## config.mk

```make
export PLATFORM = sky130hd
export DESIGN_NAME = cla_add_sched
export DESIGN_NICKNAME = d
export VERILOG_FILES = /design/src/rtl/cla_add_sched_pkg.sv /design/src/rtl/cla_add_sched_arb.sv /design/src/rtl/cla_add_sched.sv
export SDC_FILE = /design/constraint.sdc
export NUM_CORES = 1
export LEC_CHECK = 0
export BUFFER_PORTS_ARGS = -buffer_cell sky130_fd_sc_hd__buf_2
export CAP_MARGIN = 20
export CORE_ASPECT_RATIO = 1.25
export CORE_UTILIZATION = 50
export DETAILED_ROUTE_END_ITERATION = 10
export PLACE_DENSITY = 0.77
export SETUP_SLACK_MARGIN = 0.02
export SKIP_CTS_REPAIR_TIMING = 1
export SLEW_MARGIN = 20
export SYNTH_ARGS = -nofsm -noshare
export SYNTH_HDL_FRONTEND = slang
export SYNTH_SLANG_ARGS = --single-unit
```

## constraint.sdc

```tcl
create_clock -name clk -period 2.1 [get_ports clk]
set_input_delay 0.42 -clock clk [delete_from_list [all_inputs] [get_ports clk]]
set_output_delay 0.42 -clock clk [all_outputs]
set_load 0.01 [all_outputs]
```

## src/rtl/cla_add_sched_pkg.sv

```systemverilog
// Shared definitions for the nibble-serial CLA add sequencer.
//   state_t    : controller states
//   REQ_IDX_W  : width of a requester index (two requesters)
//   NIBBLES    : nibble count for the default 16-bit operand width
//   nibbles_of : nibble count for an arbitrary operand width
//   idx_w      : index width for a count, never narrower than one bit
package cla_add_sched_pkg;

  typedef enum logic [1:0] {
    ST_IDLE  = 2'd0,
    ST_ISSUE = 2'd1,
    ST_WAIT  = 2'd2,
    ST_RESP  = 2'd3
  } state_t;

  localparam int REQ_IDX_W = 1;
  localparam int DEF_WIDTH = 16;
  localparam int NIBBLES   = DEF_WIDTH / 4;

  function automatic int nibbles_of(input int width);
    return width / 4;
  endfunction

  function automatic int idx_w(input int n);
    return (n > 1) ? $clog2(n) : 1;
  endfunction

endpackage

```

## src/rtl/cla_add_sched_arb.sv

```systemverilog
// rr_arb2: two-way round-robin arbiter.
//   clk, rst_n : clock, async active-low reset (pointer returns to 0)
//   req        : request vector
//   en         : arbitration enable; grant is 0 when low
//   accept     : strobe; the pointer moves past the granted requester
//   grant      : one-hot (or zero) grant, combinational
module rr_arb2
  import cla_add_sched_pkg::*;
(
  input  logic       clk,
  input  logic       rst_n,
  input  logic [1:0] req,
  input  logic       en,
  input  logic       accept,
  output logic [1:0] grant
);

  logic [REQ_IDX_W-1:0] ptr;

  always_comb begin
    grant = '0;
    if (en) begin
      if (req[ptr])       grant[ptr]  = 1'b1;
      else if (req[~ptr]) grant[~ptr] = 1'b1;
    end
  end

  // Next favoured requester is the one that was not just served.
  always_ff @(posedge clk or negedge rst_n) begin
    if (!rst_n)                 ptr <= '0;
    else if (accept && |grant)  ptr <= ~grant[1];
  end

endmodule

```

## src/rtl/cla_add_sched.sv

```systemverilog
// cla_add_sched: shares one registered 4-bit CLA slice between two requesters.
// Each accepted WIDTH-bit add is issued nibble by nibble (LSB first); the
// slice carry-out is fed back as the next carry-in and the sum is assembled
// and returned on a per-requester valid/ready response channel.
//   req_valid/req_ready          : request handshake (ready combinational, IDLE only)
//   req_a*/req_b*/req_cin*       : requester operands
//   rsp_valid/rsp_ready          : response handshake, owner bit only
//   rsp_sum/rsp_cout             : result, zero outside RESP
//   add_a/add_b/add_c0           : to the external adder slice
//   add_s/add_c4                 : from the slice, ADD_LAT cycles after sampling
//   busy                         : controller not idle
//
// state    | meaning
// IDLE     | arbitrating, waiting for a request
// ISSUE    | driving nibble i to the slice
// WAIT     | holding nibble i until the slice result is valid
// RESP     | presenting the result to the owner
module cla_add_sched
  import cla_add_sched_pkg::*;
#(
  parameter int WIDTH   = 16,
  parameter int ADD_LAT = 1
) (
  input  logic             clk,
  input  logic             rst_n,
  input  logic [1:0]       req_valid,
  output logic [1:0]       req_ready,
  input  logic [WIDTH-1:0] req_a0,
  input  logic [WIDTH-1:0] req_b0,
  input  logic             req_cin0,
  input  logic [WIDTH-1:0] req_a1,
  input  logic [WIDTH-1:0] req_b1,
  input  logic             req_cin1,
  output logic [1:0]       rsp_valid,
  input  logic [1:0]       rsp_ready,
  output logic [WIDTH-1:0] rsp_sum,
  output logic             rsp_cout,
  output logic [3:0]       add_a,
  output logic [3:0]       add_b,
  output logic             add_c0,
  input  logic [3:0]       add_s,
  input  logic             add_c4,
  output logic             busy
);

  localparam int NIB   = nibbles_of(WIDTH);
  localparam int NIB_W = idx_w(NIB);
  localparam int CNT_W = idx_w(ADD_LAT + 1);

  if ((WIDTH % 4) != 0 || WIDTH < 4) begin : g_bad_width
    $fatal(1, "cla_add_sched: WIDTH must be a positive multiple of 4");
  end
  if (ADD_LAT < 1) begin : g_bad_lat
    $fatal(1, "cla_add_sched: ADD_LAT must be at least 1");
  end

  state_t                state_q, state_d;
  logic [REQ_IDX_W-1:0]  owner_q;
  logic [NIB-1:0][3:0]   a_q, b_q, sum_q;
  logic                  carry_q;
  logic [NIB_W-1:0]      nib_q;
  logic [CNT_W-1:0]      cnt_q;
  logic [1:0]            rsp_valid_q;
  logic [1:0]            grant;
  logic                  accept, expire, last_nib, rsp_done;

  rr_arb2 u_arb (
    .clk    (clk),
    .rst_n  (rst_n),
    .req    (req_valid),
    .en     (state_q == ST_IDLE),
    .accept (accept),
    .grant  (grant)
  );

  assign req_ready = grant;
  assign accept    = |grant;
  assign expire    = (state_q == ST_WAIT) && (cnt_q == CNT_W'(1));
  assign last_nib  = (nib_q == NIB_W'(NIB - 1));
  assign rsp_done  = (state_q == ST_RESP) && rsp_valid_q[owner_q] && rsp_ready[owner_q];

  always_comb begin
    state_d = state_q;
    add_a   = '0;
    add_b   = '0;
    add_c0  = 1'b0;
    case (state_q)
      ST_IDLE:  if (accept) state_d = ST_ISSUE;
      ST_ISSUE: begin
        add_a   = a_q[nib_q];
        add_b   = b_q[nib_q];
        add_c0  = carry_q;
        state_d = ST_WAIT;
      end
      ST_WAIT: begin
        add_a  = a_q[nib_q];
        add_b  = b_q[nib_q];
        add_c0 = carry_q;
        if (expire) state_d = last_nib ? ST_RESP : ST_ISSUE;
      end
      ST_RESP:  if (rsp_done) state_d = ST_IDLE;
      default:  state_d = ST_IDLE;
    endcase
  end

  // carry_q is seeded with the request carry-in, so nibble 0 and later
  // nibbles share one carry path into the slice.
  always_ff @(posedge clk or negedge rst_n) begin
    if (!rst_n) begin
      state_q     <= ST_IDLE;
      owner_q     <= '0;
      a_q         <= '0;
      b_q         <= '0;
      sum_q       <= '0;
      carry_q     <= 1'b0;
      nib_q       <= '0;
      cnt_q       <= '0;
      rsp_valid_q <= '0;
    end else begin
      state_q     <= state_d;
      rsp_valid_q <= '0;
      case (state_q)
        ST_IDLE: if (accept) begin
          owner_q <= grant[1];
          a_q     <= grant[1] ? req_a1   : req_a0;
          b_q     <= grant[1] ? req_b1   : req_b0;
          carry_q <= grant[1] ? req_cin1 : req_cin0;
          sum_q   <= '0;
          nib_q   <= '0;
        end
        ST_ISSUE: cnt_q <= CNT_W'(ADD_LAT);
        ST_WAIT: begin
          if (expire) begin
            sum_q[nib_q] <= add_s;
            carry_q      <= add_c4;
            if (!last_nib) nib_q <= nib_q + NIB_W'(1);
          end else begin
            cnt_q <= cnt_q - CNT_W'(1);
          end
        end
        // Response valid is registered: it rises one cycle after entering RESP.
        ST_RESP: if (!rsp_done) rsp_valid_q[owner_q] <= 1'b1;
        default: ;
      endcase
    end
  end

  assign rsp_valid = rsp_valid_q;
  assign rsp_sum   = (state_q == ST_RESP) ? sum_q : '0;
  assign rsp_cout  = (state_q == ST_RESP) && carry_q;
  assign busy      = (state_q != ST_IDLE);

endmodule

```

==> impl_metrics.ini, run 1 <==
[outcome]
status = complete, no violations

[global_routing]
antenna_found_initial = 0
track_usage_pct = 22.9
grt_pass1_wl_um = 11300
grt_max_degree = 52
grt_pass1_vias = 2396
overflow = 0

[route]
drc = 0
wire_per_inst_um = 14.3
via_per_inst = 5.22
drt_first_iter_violations = 119
ant_nets = 0
drtPass1Iterations = 4
wirelength_um = 7070
dr_total_vias = 2591

[logic_synthesis]
syn-num-nets = 375
synth.most_common_cell = dfrtp_1
yosysSeqAreaShare_pct = 47.0
synth-seq-cells = 58
synth_common_cells = 58 x dfrtp_1, 50 x nand2_1, 33 x mux2i_1, 31 x o21ai_0, 26 x and2_1
synth_cell_types = 36
synthCells = 290
ys_async_sr_fraction_pct = 100
synth.area.top_cells = dfrtp_1 47%, mux2i_1 11%, nand2_1 6.1%
avgSynthCellArea_um2 = 10.7
synth_edf_count = 0
yosysTopAreaCellShare_pct = 47.0
synth-main-ff-cell = dfrtp_1
ys_warn_count = 0
netlist_area_um2 = 3090
synth.largest_area_cell = dfrtp_1

[floorplanning]
die_w_um = 72.3
pin_count = 108
die_area_um2 = 6500
die_y_um = 89.9
initial_core_util_pct = 52.4
num_rows = 31
coreArea_um2 = 5900

[power]
clkPwrFrac_pct = 17.9
seqPwrFrac_pct = 34.6
powerDensity_nw_per_um2 = 1350
combinationalPowerShare_pct = 47.5
p_total_mw = 5.48
switching_share_pct = 36.7
p_sw_mw = 2.01
p_leak_nw = 2.20
p_int_mw = 3.47
ir_worst_vdd_v = 0.000729

[place]
io_buffers = 107
gp_congestion = 0.880
dp.cells = 475
dp_hpwl_um = 5250

[cts]
clk_pin_slew_ns = 0.06
cts_sinks = 58
cts_root_buffer = clkbuf_8
cts_htree_levels = 3
cts_tree = done
cts_max_path_buffers = 2
clock_latency_ns = 0.33
cts_buffers = 9

[sta]
finalSetupViolCount = 0
rsz0062_at_grt = yes
finalClockSkew_ns = 0.00908
period_needed_ns = 2.09
worstMarginPinSlew_ns = 0.502
hold_ws_ns = 0.275
finalSetupTns_ns = 0
fmax_ghz = 0.479
fin_crit_sh_pct = 99.5
slew_viol_final = 0
slew_headroom_pct = 66.3
hold_viol = 0

[final_layout]
layout.cells.non_filler = 496
diodes = 0
final_core_util_pct = 68.7
drive_gt1_share_pct = 39.9
fin_nets = 495
areaGrowthSynthToFinish_pct = 31.2

[setup_path]
crit_buf_inv = 2
crit_path_top_delay_cell = mux4_2
crit_family = multiplexers
crit_chain = buf_6 -> mux4_2 -> and2_4 -> buf_6
required_ns = 1.68
crit_top_cell = buf_6
cp-start-kind = flip-flop
critPathCaptureType = primary output
path_max_fanout = 7
slowest_delay_ns = 0.50
worstSetupPathType = flip-flop to primary output
worstPathArrival_ns = 1.67

[worst_hold_path]
min_path_type = input pin to flip-flop

[job]
drv_cap = 0
[per-layer routing]
layer | vias to the layer above | part of all wire [%] | track usage, %
met5 | - | 0 | 0
met1 | 1203 | 41 | 28.6
met3 | 13 | 4.7 | 3.81
met4 | 0 | 2.2 | 10.3
met2 | 106 | 52 | 38.3
li1 | 1269 | - | -
[worst reg2reg max path, cell delays in order (launching register included)]
cell and delay [ns]:
dfrtp_2 0.43, inv_1 0.10, ha_2 0.19, buf_4 0.17, or3b_1 0.43, o21ai_2 0.16
a21o_2 0.18, o2bb2ai_1 0.12
[flip-flops by register name (all words and copies together), names as in the netlist]
signal     flops
nib_q          2
u_arb.ptr      1
owner_q        1
state_q        2
cnt_q          1
b_q           16
sum_q         16
a_q           16
carry_q        1
rsp_valid      2
[area by class of cell]
type	count	area [um2]
sequential	58	1450
inverter	8	30.0
fill	476	1840
multi-input combinational	207	1540
clock inverter	3	40.0
timing repair buffer	126	738
tap	82	103
clock buffer	12	145
[through the flow]
step / area [um2] / setup slack, ns
2_1_floorplan: 3090 / 0.362
3_3_place_gp: 3750 / 0.319
3_5_place_dp: 3750 / 0.245
4_1_cts: 3930 / -0.0546
5_1_grt: 4050 / -0.0368
6_report: 4050 / 0.0111
[final timing paths]
check,startpoint,to,slack (ns),cells past startpoint
worst min-delay path,rsp_ready[1],rsp_valid[1],0.27,2
max in group asynchronous,rst_n,state_q[1],1.07,3
worst min register to register,sum_q[1],sum_q[1],0.48,1
worst max-delay path,nib_q[0],add_b[3],0.01,4
min in group asynchronous,rst_n,a_q[3],0.48,2
worst max register to register,state_q[1],sum_q[8],0.24,7
[power groups by stage]
stage | clock [mW] | sequential (mW) | combinational (mW)
floorplan | 0 | 1.79 | 1.68
global placement | 0 | 1.87 | 2.26
detailed placement | 0 | 1.90 | 2.32
CTS | 0.993 | 1.88 | 2.34
global route | 1.05 | 1.95 | 2.88
finish | 0.983 | 1.89 | 2.60
[cell usage in the layout (no fill, tap or decap), types with 2 or more instances in the layout]
cell type / netlist / final
mux4_2: 8 / 8
dfrtp_1: 58 / 56
nand2_1: 50 / 50
nor3_1: 2 / 2
a21o_2: 3 / 3
a22o_1: 4 / 4
a31oi_1: 2 / 2
buf_2: 4 / 101
ha_1: 8 / 6
and2_1: 26 / 20
o21ai_0: 31 / 30
ha_2: 0 / 2
clkbuf_8: 0 / 10
and2_4: 0 / 6
a21oi_1: 4 / 4
buf_6: 5 / 8
clkinv_2: 0 / 2
dfrtp_2: 0 / 2
nor2_1: 2 / 2
buf_4: 1 / 15
o2bb2ai_1: 12 / 12
inv_1: 8 / 7
o21ai_1: 5 / 5
nand3_1: 2 / 2
mux2i_1: 33 / 33
clkbuf_1: 7 / 2
[kinds of logic after synthesis]
logic type,synth area share [%]
compound gates,15.3
fa+ha+maj,3.24
buf+inv,4.54
flops,47.0
mux,16.5
simple gates,13.4
(Power assumes the default switching activity.)
==> run 2, diff against run 1 <==
--- a/config.mk
+++ b/config.mk
@@ -10,6 +10,7 @@
 export CORE_ASPECT_RATIO = 1.25
 export CORE_UTILIZATION = 50
 export DETAILED_ROUTE_END_ITERATION = 10
+export MAX_ROUTING_LAYER = met4
 export PLACE_DENSITY = 0.77
 export SETUP_SLACK_MARGIN = 0.02
 export SKIP_CTS_REPAIR_TIMING = 1
==> impl_metrics.ini, run 2 (same netlist as run 1, synthesis figures left out) <==
[outcome]
status = complete, no violations

[final_layout]
drive_gt1_share_pct = 39.8
areaGrowthSynthToFinish_pct = 31.4
final_cell_area_um2 = 4060
final_cell_mix = 101 x buf_2, 56 x dfrtp_1, 50 x nand2_1
fin_nets = 496
final_common_cell = buf_2
fill_cells = 474
layout.cells.non_filler = 497
top_regs = a_q (16), b_q (16), sum_q (16)
final_core_util_pct = 68.9
diodes = 0

[floorplanning]
num_rows = 31
die_y_um = 89.9
die_w_um = 72.3
initial_core_util_pct = 52.4
die_area_um2 = 6500
coreArea_um2 = 5900
pin_count = 108

[global_routing]
grt_max_degree = 52
grt_pass1_vias = 2402
grt_pass1_wl_um = 11300
overflow = 0
track_usage_pct = 23.5
antenna_found_initial = 0

[sta]
fmax_ghz = 0.479
slew_viol_final = 0
finalClockSkew_ns = 0.00810
rsz0062_at_grt = yes
hold_viol = 0
finalSetupViolCount = 0
worstMarginPinSlew_ns = 0.506
period_needed_ns = 2.09
slew_headroom_pct = 66.0
fin_crit_sh_pct = 99.5
finalSetupTns_ns = 0

[power]
p_sw_mw = 2.02
p_total_mw = 5.50
seqPwrFrac_pct = 34.5
powerDensity_nw_per_um2 = 1350
switching_share_pct = 36.8
clkPwrFrac_pct = 18.0
p_int_mw = 3.47
combinationalPowerShare_pct = 47.6
p_leak_nw = 2.21
ir_worst_vdd_v = 0.000730

[setup_path]
crit_buf_inv = 2
crit_top_cell = buf_6
required_ns = 1.68
slowest_delay_ns = 0.50
crit_path_top_delay_cell = mux4_2
cp-start-kind = flip-flop
path_max_fanout = 7
crit_chain = buf_6 -> mux4_2 -> and2_4 -> buf_6
crit_family = multiplexers
worstSetupPathType = flip-flop to primary output
critPathCaptureType = primary output
worstPathArrival_ns = 1.67

[place]
placed_area_um2 = 3750
dp_hpwl_um = 5250
gp_congestion = 0.895
io_buffers = 107
dp.cells = 475

[cts]
cts_max_path_buffers = 2
clk_pin_slew_ns = 0.06
cts_tree = done
cts_htree_levels = 3
cts_buffers = 9
cts_root_buffer = clkbuf_8
cts_sinks = 58
clock_latency_ns = 0.33

[route]
drtPass1Iterations = 4
wire_per_inst_um = 14.4
wirelength_um = 7140
drt_first_iter_violations = 100
ant_nets = 0
dr_total_vias = 2608
via_per_inst = 5.25
drc = 0

[worst_hold_path]
min_path_type = input pin to flip-flop

[job]
drv_cap = 0
[run 2: cell count changes in the layout (fill, tap and decap cells not counted)]
cell and change:
inv_2 -1, inv_1 +1, buf_4 +1
[run 2: path summary, 6_finish.rpt]
check / startpoint / endpoint / slack [ns] / depth (start not counted)
max: nib_q[0] / add_b[3] / 0.01 / 4
min: rsp_ready[1] / rsp_valid[1] / 0.28 / 2
max reg2reg: state_q[0] / b_q[1] / 0.23 / 8
min reg2reg: sum_q[1] / sum_q[1] / 0.48 / 1
max in group asynchronous: rst_n / state_q[0] / 1.07 / 3
min in group asynchronous: rst_n / a_q[3] / 0.49 / 2
[run 2: worst reg2reg max path, cell delays in order, from the launching register on]
cell      delay [ns]
dfrtp_1         0.42
inv_1           0.09
ha_2            0.20
buf_4           0.17
o211ai_4        0.17
buf_4           0.19
buf_4           0.13
mux2i_1         0.25
o21ai_0         0.13
[run 2: power by group through the flow]
stage	Sequential [mW]	Combinational, mW	Clock [mW]
after floorplan	1.79	1.68	0
after global placement	1.87	2.26	0
after detailed placement	1.90	2.32	0
after CTS	1.88	2.34	0.993
after global routing	1.95	2.89	1.05
final	1.89	2.61	0.987
[run 2: per-stage QoR]
| step | hold slack [ns] | worst slack [ns] |
|---|---|---|
| final | 0.276 | 0.0108 |
| after CTS | -0.0584 | -0.0546 |
| after detailed placement | 0.295 | 0.245 |
| after global placement | 0.284 | 0.319 |
| after floorplan | 0.124 | 0.362 |
| after global routing | 0.277 | -0.0368 |
[run 2: cell type report]
type	count	area (um2)	share of cell area (%)
multi-input cells	207	1540	38.0
clock inverters	3	40.0	0.986
repair buffers	127	746	18.4
well taps	82	103	2.53
inverters	8	30.0	0.740
clock buffers	12	145	3.57
flip-flops and latches	58	1450	35.8
[run 2: metal layers]
layer | up-vias | GRT usage (%) | share of wire [%]
met1 | 1214 | 28.6 | 42
met4 | 0 | 10.3 | 2.1
li1 | 1270 | - | -
met2 | 110 | 38.5 | 52
met3 | 14 | 3.59 | 4.6
met5 | - | - | 0
